`config.mk`:
```
export PLATFORM = sky130hd
export DESIGN_NAME = game_scheduler
export DESIGN_NICKNAME = d
export VERILOG_FILES = /design/src/rtl/game_pkg.sv /design/src/rtl/arrow_lfsr.sv /design/src/rtl/game_scheduler.sv
export SDC_FILE = /design/constraint.sdc
export NUM_CORES = 1
export LEC_CHECK = 0
export ABC_AREA = 1
export BUFFER_PORTS_ARGS = -buffer_cell sky130_fd_sc_hd__buf_2
export CORE_MARGIN = 2
export CORE_UTILIZATION = 35
export CTS_CLUSTER_DIAMETER = 50
export DETAILED_ROUTE_END_ITERATION = 7
export RECOVER_POWER = 100
export REMOVE_ABC_BUFFERS = 1
export SYNTH_ARGS = -nofsm -noshare
export SYNTH_HDL_FRONTEND = slang
export SYNTH_SLANG_ARGS = --single-unit
```
`constraint.sdc`:
```
create_clock -name clk -period 3.47 [get_ports clk]
set_input_delay 0.1735 -clock clk [delete_from_list [all_inputs] [get_ports clk]]
set_output_delay 0.1735 -clock clk [all_outputs]
set_load 0.05 [all_outputs]
```
`src/rtl/game_pkg.sv`:
```
// game_pkg: shared state encodings, arrow codes and arrow mapping for the game scheduler.
// Macro ARROW_COMBO_EN widens the arrow mapping to lfsr[3:0] (codes 10..20).
package game_pkg;
    localparam int STATE_BITS      = 2;
    localparam int NUM_ARROWS_BITS = 5;
    localparam int RANDOM_BITS     = 6;
    typedef enum logic [STATE_BITS-1:0] {
        ST_GAME  = 2'd0,
        ST_PAUSE = 2'd1,
        ST_RESET = 2'd2
    } state_t;
    localparam logic [NUM_ARROWS_BITS-1:0] ARROW_BASE = 5'd10;
    localparam logic [NUM_ARROWS_BITS-1:0] ARROW_NONE = 5'd20;
    function automatic logic [NUM_ARROWS_BITS-1:0] arrow_map(input logic [RANDOM_BITS-1:0] v);
`ifdef ARROW_COMBO_EN
        return (v[3:0] <= 4'd10) ? ARROW_BASE + {1'b0, v[3:0]} : ARROW_NONE;
`else
        return (v[2:0] <= 3'd3) ? ARROW_BASE + {2'b0, v[2:0]} : ARROW_NONE;
`endif
    endfunction
endpackage

```
`src/rtl/arrow_lfsr.sv`:
```
// arrow_lfsr: 6-bit x^6+x^5+1 LFSR, shift left, stepped by i_step.
// Ports: clk, rst_n (async low), i_step; o_lfsr current value, o_next value after this edge.
module arrow_lfsr import game_pkg::*; #(
    parameter logic [RANDOM_BITS-1:0] SEED = 6'h2D
) (
    input  logic                   clk,
    input  logic                   rst_n,
    input  logic                   i_step,
    output logic [RANDOM_BITS-1:0] o_lfsr,
    output logic [RANDOM_BITS-1:0] o_next
);
    localparam logic [RANDOM_BITS-1:0] SAFE_SEED = (SEED == '0) ? 6'h01 : SEED;
    logic [RANDOM_BITS-1:0] r_lfsr, w_shift;
    assign w_shift = {r_lfsr[4:0], r_lfsr[5] ^ r_lfsr[4]};
    // all-zero lock-up guard
    assign o_next = !i_step ? r_lfsr : (|w_shift ? w_shift : 6'h01);
    assign o_lfsr = r_lfsr;
    always_ff @(posedge clk or negedge rst_n) begin
        if (!rst_n) r_lfsr <= SAFE_SEED;
        else        r_lfsr <= o_next;
    end
endmodule

```
`src/rtl/game_scheduler.sv`:
```
// game_scheduler: GAME/PAUSE/RESET FSM, tempo metronome and next-arrow generator.
// Ports: clk, rst_n (async low), btn_pause/btn_reset pulses, speed tempo select;
// state, metronome_clk beat wave, next_arrow code. Macro ARROW_COMBO_EN selects wide mapping.
module game_scheduler import game_pkg::*; #(
    parameter int                     HALF_PERIOD = 25_000_000,
    parameter logic [RANDOM_BITS-1:0] LFSR_SEED   = 6'h2D
) (
    input  logic                       clk,
    input  logic                       rst_n,
    input  logic                       btn_pause,
    input  logic                       btn_reset,
    input  logic [1:0]                 speed,
    output logic [STATE_BITS-1:0]      state,
    output logic                       metronome_clk,
    output logic [NUM_ARROWS_BITS-1:0] next_arrow
);
    localparam int CW = $clog2(HALF_PERIOD + 1);
    localparam logic [CW-1:0] HP = CW'(HALF_PERIOD);
    state_t                 r_state, w_state_nxt;
    logic [1:0]             r_rst_cnt;
    logic [CW-1:0]          r_cnt, r_half, w_half_sel;
    logic                   w_toggle, w_fall, w_enter;
    logic [RANDOM_BITS-1:0] w_lfsr, w_lfsr_nxt;
    assign w_half_sel = ((HP >> speed) == '0) ? CW'(1) : (HP >> speed);
    // >= keeps the beat sane if a resample on resume shrinks the half-period below the count
    assign w_toggle = (r_state == ST_GAME) && (r_cnt >= r_half - CW'(1));
    assign w_fall   = w_toggle && metronome_clk && !btn_reset;
    assign w_enter  = (r_state == ST_PAUSE) && (w_state_nxt == ST_GAME);
    assign state    = r_state;
    always_comb begin
        w_state_nxt = r_state;
        if (btn_reset) w_state_nxt = ST_RESET;
        else if (r_state == ST_RESET) w_state_nxt = (r_rst_cnt == 2'd3) ? ST_PAUSE : ST_RESET;
        else if (btn_pause) w_state_nxt = (r_state == ST_GAME) ? ST_PAUSE : ST_GAME;
    end
    always_ff @(posedge clk or negedge rst_n) begin
        if (!rst_n) begin
            r_state   <= ST_RESET;
            r_rst_cnt <= '0;
        end else begin
            r_state   <= w_state_nxt;
            r_rst_cnt <= (r_state == ST_RESET && !btn_reset) ? r_rst_cnt + 2'd1 : '0;
        end
    end
    always_ff @(posedge clk or negedge rst_n) begin
        if (!rst_n) begin
            r_cnt         <= '0;
            r_half        <= CW'(1);
            metronome_clk <= 1'b0;
            next_arrow    <= ARROW_NONE;
        end else if (btn_reset) begin
            r_cnt         <= '0;
            metronome_clk <= 1'b0;
            next_arrow    <= ARROW_NONE;
        end else begin
            if (w_enter) r_half <= w_half_sel;
            if (w_toggle) begin
                r_cnt         <= '0;
                r_half        <= w_half_sel;
                metronome_clk <= ~metronome_clk;
            end else if (r_state == ST_GAME) begin
                r_cnt <= r_cnt + CW'(1);
            end
            // arrow follows the freshly stepped LFSR, so it only moves on falling beats
            if (w_fall) next_arrow <= arrow_map(w_lfsr_nxt);
        end
    end
    arrow_lfsr #(.SEED(LFSR_SEED)) u_lfsr (
        .clk    (clk),
        .rst_n  (rst_n),
        .i_step (w_fall),
        .o_lfsr (w_lfsr),
        .o_next (w_lfsr_nxt)
    );
endmodule
```
== Yosys cells after proc, flatten, opt, wreduce, memory -nomap -nowiden ==
Index checks and enable logic that the tools add are counted.
Widths: inputs -> output; s select.

* $add $sub $neg: 4
* Order comparisons: 2
* Equal/unequal tests: 3
* Shifts and indexed selects: 1
* Mux-type cells: 19
* Bitwise gates (word level): 3
* Reduce and logical (&&, ||, !) cells: 15

{| class="wikitable"
|+ Operator list
! kind !! number
|-
| $mux 25 || 6
|-
| $add 25x1->25 const B || 1
|-
| $ge 25x25->1 || 1
|-
| $logic_not 25->1 || 1
|-
| $shr 25x2->25 const A || 1
|-
| $sub 25x1->25 const B || 1
|-
| $mux 5 || 3
|-
| $mux 2 || 5
|-
| $mux 6 || 1
|-
| $reduce_bool 2->1 || 3
|-
| $reduce_or 6->1 || 1
|-
| $add 4x3->5 const A || 1
|-
| $logic_and 1x1->1 || 5
|-
| $eq 2x2->1 const B || 2
|-
| $logic_not 2->1 || 2
|-
| $le 3x2->1 const B || 1
|-
| $mux 1 || 3
|-
| $mux 3 || 1
|-
| $reduce_bool 3->1 || 1
|-
| $add 2x1->2 const B || 1
|-
| $eq 2x1->1 const B || 1
|-
| $not 1->1 || 2
|-
| $reduce_and 2->1 || 1
|-
| $logic_not 1->1 || 1
|-
| $xor 1x1->1 || 1
|}

* Register bits after elaboration: 66
* Input port bits: 6
* Output and inout port bits: 8
* Logic and storage cells: 55

== Logic depth before layout (Yosys ltp) ==
* Depth after elaboration: 10
* Depth in mapped cells: 23
* Depth with buffers taken out: 23

== By module ==
From an unflattened synthesis, not the netlist that was laid out.

* Cells, all modules: 487
* Area total of the unflattened synthesis: 3716.1 um2

{| class="wikitable"
|+ Modules (own cells, without submodules)
! module !! times used !! cells each !! area an instance (um2) !! sequential area each (um2)
|-
| game_scheduler || 1 || 457 || 3442.1 || 1206.2
|-
| arrow_lfsr || 1 || 30 || 274.0 || 155.1
|}

== Worst setup path before layout ==
No wires, ideal clock.

* Path kind: flip-flop to flip-flop
* From: register r_half[4]
* To: register next_arrow[2]
* Setup time: 76 ps
* Arrival: 2925 ps
* Data required time: 3394 ps
* Slack: 469 ps
* Cell stages (with the launch flop): 20
* Buffers on the path: 0
* Period minus slack after synthesis: 3001 ps
* Cell sequence: dfrtp_1 nor4_4 nand2_1 nor2_2 inv_2 nor4_4 nand2_1 xor2_1 ha_1 nand2_1 nor2_1 nand2_1 nor2_1 a21oi_1 nand3_2 nand4_1 nand2_1 nand3_1 nor2_1 nor2_1

* Cells in the longest elaborated chain, start to end: 10
* Elaborated cells between the ends (all ways): 12
* Classes of those cells: 2 x add/sub; 2 x order compare; 4 x mux; 4 x reduce/logical

{| class="wikitable"
|+ Ends and longest elaborated chain
! what !! RTL line !! RTL
|-
| start: declaration || game_scheduler.sv:21 || <nowiki>logic [CW-1:0] r_cnt, r_half, w_half_sel;</nowiki>
|-
| start signal: assignment || game_scheduler.sv:56 || <nowiki>if (w_enter) r_half <= w_half_sel;</nowiki>
|-
| start signal: assignment || game_scheduler.sv:59 || <nowiki>r_half <= w_half_sel;</nowiki>
|-
| $sub 25x1->25 * || game_scheduler.sv:26 || <nowiki>assign w_toggle = (r_state == ST_GAME) && (r_cnt >= r_half - CW'(1));</nowiki>
|-
| $ge 25x25->1 * || game_scheduler.sv:26 ||
|-
| $logic_and 1x1->1 * || game_scheduler.sv:26 ||
|-
| $logic_and 1x1->1 * (2 in series) || game_scheduler.sv:27 || <nowiki>assign w_fall = w_toggle && metronome_clk && !btn_reset;</nowiki>
|-
| $mux 3 || arrow_lfsr.sv:16 || <nowiki>assign o_next = !i_step ? r_lfsr : (|w_shift ? w_shift : 6'h01);</nowiki>
|-
| $add 4x3->5 or $le 3x2->1 (tied branches) || game_pkg.sv:18 || <nowiki>return (v[2:0] <= 3'd3) ? ARROW_BASE + {2'b0, v[2:0]} : ARROW_NONE;</nowiki>
|-
| $mux 5 || game_pkg.sv:18 ||
|-
| $mux 5 || game_scheduler.sv:65 || <nowiki>if (w_fall) next_arrow <= arrow_map(w_lfsr_nxt);</nowiki>
|-
| $mux 5 || game_scheduler.sv:51 || <nowiki>end else if (btn_reset) begin</nowiki>
|-
| end signal: assignment || game_scheduler.sv:65 ||
|-
| end: declaration || game_scheduler.sv:15 || <nowiki>output logic [NUM_ARROWS_BITS-1:0] next_arrow</nowiki>
|}

Every way passes the cells marked *; elsewhere a longest branch is shown, timed or not. The select of a mux whose other input is x is not followed.
A chain may end at the register's enable or synchronous reset.

== Worst setup path after layout ==
* From: register r_half[8]
* To: register r_cnt[23]

* Cells in the longest elaborated chain, start to end: 5
* Elaborated cells between the ends (all ways): 6
* Classes of those cells: 1 x add/sub; 1 x order compare; 2 x mux; 2 x reduce/logical

{| class="wikitable"
|+ Ends and longest elaborated chain
! what !! RTL line !! RTL
|-
| $sub 25x1->25 * || game_scheduler.sv:26 ||
|-
| $ge 25x25->1 * || game_scheduler.sv:26 ||
|-
| $logic_and 1x1->1 * || game_scheduler.sv:26 ||
|-
| $mux 25 || game_scheduler.sv:57 || <nowiki>if (w_toggle) begin</nowiki>
|-
| $mux 25 || game_scheduler.sv:51 ||
|-
| end signal: assignment || game_scheduler.sv:62 || <nowiki>r_cnt <= r_cnt + CW'(1);</nowiki>
|-
| end: declaration || game_scheduler.sv:21 ||
|}

Every way passes the cells marked *; elsewhere a longest branch is shown, timed or not.

==> impl_metrics.toml <==
[cells_and_area]
antenna_cells_inserted = 0
drive_gt1_share_pct = 25.54
final_common_cell = "nand2_1"
area_delta_synth_final_pct = 20.74
nets = 499
final_util_pct = 43.26
num-fill-cells = 947
final_cell_count_no_fill = 599
final_cell_mix = "78 x nand2_1, 57 x nor2_1, 44 x dfrtp_1"

[yosys]
avgSynthCellArea_um2 = 8.069
ys_warn_count = 0
syn_area_um2 = 3470
synth-main-ff-cell = "dfrtp_1"
ys_ff_latch = 54
syn_inst = 430
ys_types = 40
synth_edf_count = 0
postSynth.asyncResetShare_pct = 100.0
ys_seq_area_share_pct = 39.24

[sta]
maxSlewHeadroom_pct = 1.548
finalSetupViolCount = 0
hold_viol = 0
fin_skew_ns = 0.01465
fin_crit_sh_pct = 97.23
tightestPinTransition_ns = 1.477
rsz0062_at_grt = "yes"
fmax_ghz = 0.2964
finalMaxSlewViolations = 0
hold_ws_ns = 0.1060
layout_min_cycle_time_ns = 3.374
fin_ws_ns = 0.09598

[power]
p_seq_share_pct = 52.3
swShare_pct = 32.99
clock_power_share_pct = 28.3
vdd_ir_drop_max_mv = 0.1759
internal_power_mw = 0.8974
power_leakage_nw = 1.896
p_comb_share_pct = 19.4
p_sw_mw = 0.4418
power-per-cell-area_nw_per_um2 = 319.7

[setup_path]
reg2reg_from = "r_half[8]"
arrival_ns = 3.63
crit_required_ns = 3.72
worstSetupEndpointType = "flop"
crit_type = "reg2reg"
startpoint = "r_half[8]"
r2r-end = "r_cnt[23]"
cp_max_fo = 6
reg2regPathDepth = 20
start_kind = "flop"
ff2ff_setup_slack_ns = 0.1

[grt]
met3_usage_pct = 2.203
use_met2_pct = 25.83
first_global_vias = 2822
grt_max_degree = 30
grt_first_pass_wirelength_mm = 13.52
top_usage_layer = "met2"
gr-usage-all-layers_pct = 15.34
use_met1_pct = 21.03
antenna_found_initial = 0
overflow = 0

[clock_network]
root_buffer = "clkbuf_8"
cts_buffer_depth = 2
insertion_delay_ns = 0.32
clkTransAtPathRegs_ns = 0.12
cts_htree_levels = 2
cts_tree = "done"
numCtsBuffers = 5
clkSinkCount = 54

[floorplan]
ios = 14
fp-row-count = 36
core_area_um2 = 9684
start_util_pct = 35.83
die_area_um2 = 10730
dieWidth_um = 103.6
die_h_um = 103.6

[detailed_routing]
drt_iter0_drc = 115
final_antenna_net_count = 0
viasPerCell = 4.890
wire_per_inst_um = 13.72
drcViolationCount = 0
wl_mm = 8.217
vias = 2929
dr.pass1.iters = 4

[place]
routabilityCongestion = 0.8551
dp_slack_ns = -0.04033
portBuffers = 13
placedCellCount = 577
dpl.hpwl_mm = 6.048

[min_path]
min_from = "speed[0]"
worstHoldEndpoint = "r_half[20]"
hp-class = "in2reg"
hold_depth = 2

[outcome]
outcome = "finished clean"

[job]
maxCapViolations = 0
## state kept, by name, indices dropped and copies added, names as in the netlist
name and flops:
r_half 13, u_lfsr.o_lfsr 6, state 2, r_cnt 25
metronome_clk 1, next_arrow 5, r_rst_cnt 2
## metal layers
layer	vias to the layer above	routed length [um]
met1	1410	3811
met4	0	97
met2	35	4084
met3	11	223
li1	1473	-
met5	-	0
## synth_stat cells (5+ instances only)
| cell type | instances | area [um^2] |
|---|---|---|
| nor2_1 | 74 | 277.8 |
| xnor2_1 | 8 | 70.07 |
| a21oi_1 | 19 | 95.09 |
| dfrtp_1 | 46 | 1151 |
| nor3_1 | 9 | 45.04 |
| dfstp_2 | 8 | 210.2 |
| nor2_4 | 5 | 56.30 |
| xor2_1 | 13 | 113.9 |
| nand3_1 | 15 | 75.07 |
| o21ai_0 | 11 | 55.05 |
| nand4_1 | 11 | 68.82 |
| inv_1 | 45 | 168.9 |
| nand2_1 | 87 | 326.6 |
| ha_1 | 28 | 350.3 |
| nor2_2 | 5 | 31.28 |
## through the flow
step | area [um^2] | power (mW) | setup TNS (ns)
finish | 4189 | 1.339 | 0
global route | 4189 | 1.419 | -1.922
CTS | 3824 | 1.316 | 0
detailed placement | 3715 | 0.9359 | -0.04033
global placement | 3715 | 0.9298 | -0.002591
floorplan | 3453 | 0.8627 | 0
## critical path, cell delays in order, from the launching register on
cell	delay, ns
dfrtp_2	0.47
nor4_4	0.34
nand2_2	0.13
nor2_4	0.12
inv_4	0.06
nor4_4	0.34
nor2_1	0.11
ha_1	0.33
nand2_4	0.11
inv_2	0.03
nand2_1	0.05
nand2_1	0.06
nand2_1	0.06
nand2_1	0.06
a21oi_2	0.15
nand3_4	0.14
a21oi_4	0.23
buf_6	0.14
clkinvlp_4	0.10
buf_6	0.15
nor2_4	0.08
## kinds of logic (layout without fill, tap and decap cells)
kind of cell | Yosys count | in the layout | share of synthesized area, %
simple gates | 227 | 227 | 31.73
flops | 54 | 54 | 39.24
buf+inv | 53 | 89 | 5.878
compound gates | 47 | 47 | 7.753
fa+ha+maj | 28 | 28 | 10.10
xor+xnor | 21 | 21 | 5.301
## power by group through the flow
stage          Clock (mW)  Combinational (mW)  Sequential, mW
4_1_cts             0.389               0.228           0.699
3_5_place_dp            0               0.225           0.711
3_3_place_gp            0               0.220           0.710
5_1_grt             0.422               0.292           0.705
2_1_floorplan           0               0.129           0.734
6_report            0.380               0.259           0.700
## worst max path at each step
stage                     slack [ns]             to
after floorplan                 0.47  next_arrow[2]
after global placement        -0.003     r_half[23]
after detailed placement       -0.04     r_half[23]
after CTS                      0.003      r_cnt[24]
after global routing           -0.11  next_arrow[0]
final                            0.1      r_cnt[23]
## layout make-up
| class | instances | area, um^2 | share of cell area (%) |
|---|---|---|---|
| clock inverter | 3 | 25.02 | 0.5974 |
| clock buffer | 5 | 68.82 | 1.643 |
| timing repair buffer | 30 | 211.5 | 5.048 |
| multi-input combinational | 323 | 2145 | 51.19 |
| inverter | 50 | 201.4 | 4.809 |
| tap | 133 | 166.4 | 3.973 |
| sequential | 54 | 1364 | 32.56 |
| timing repair inverter | 1 | 7.507 | 0.1792 |
## timing repair
action                     CTS  global route
resized for setup            3            73
hold buffers                 1             0
cloned                       0             1
hold endpoints to repair    21             0
pin swaps                    0            17
setup endpoints to repair    5            43
setup buffers                0            12
Power figures use the tool's default switching activity.
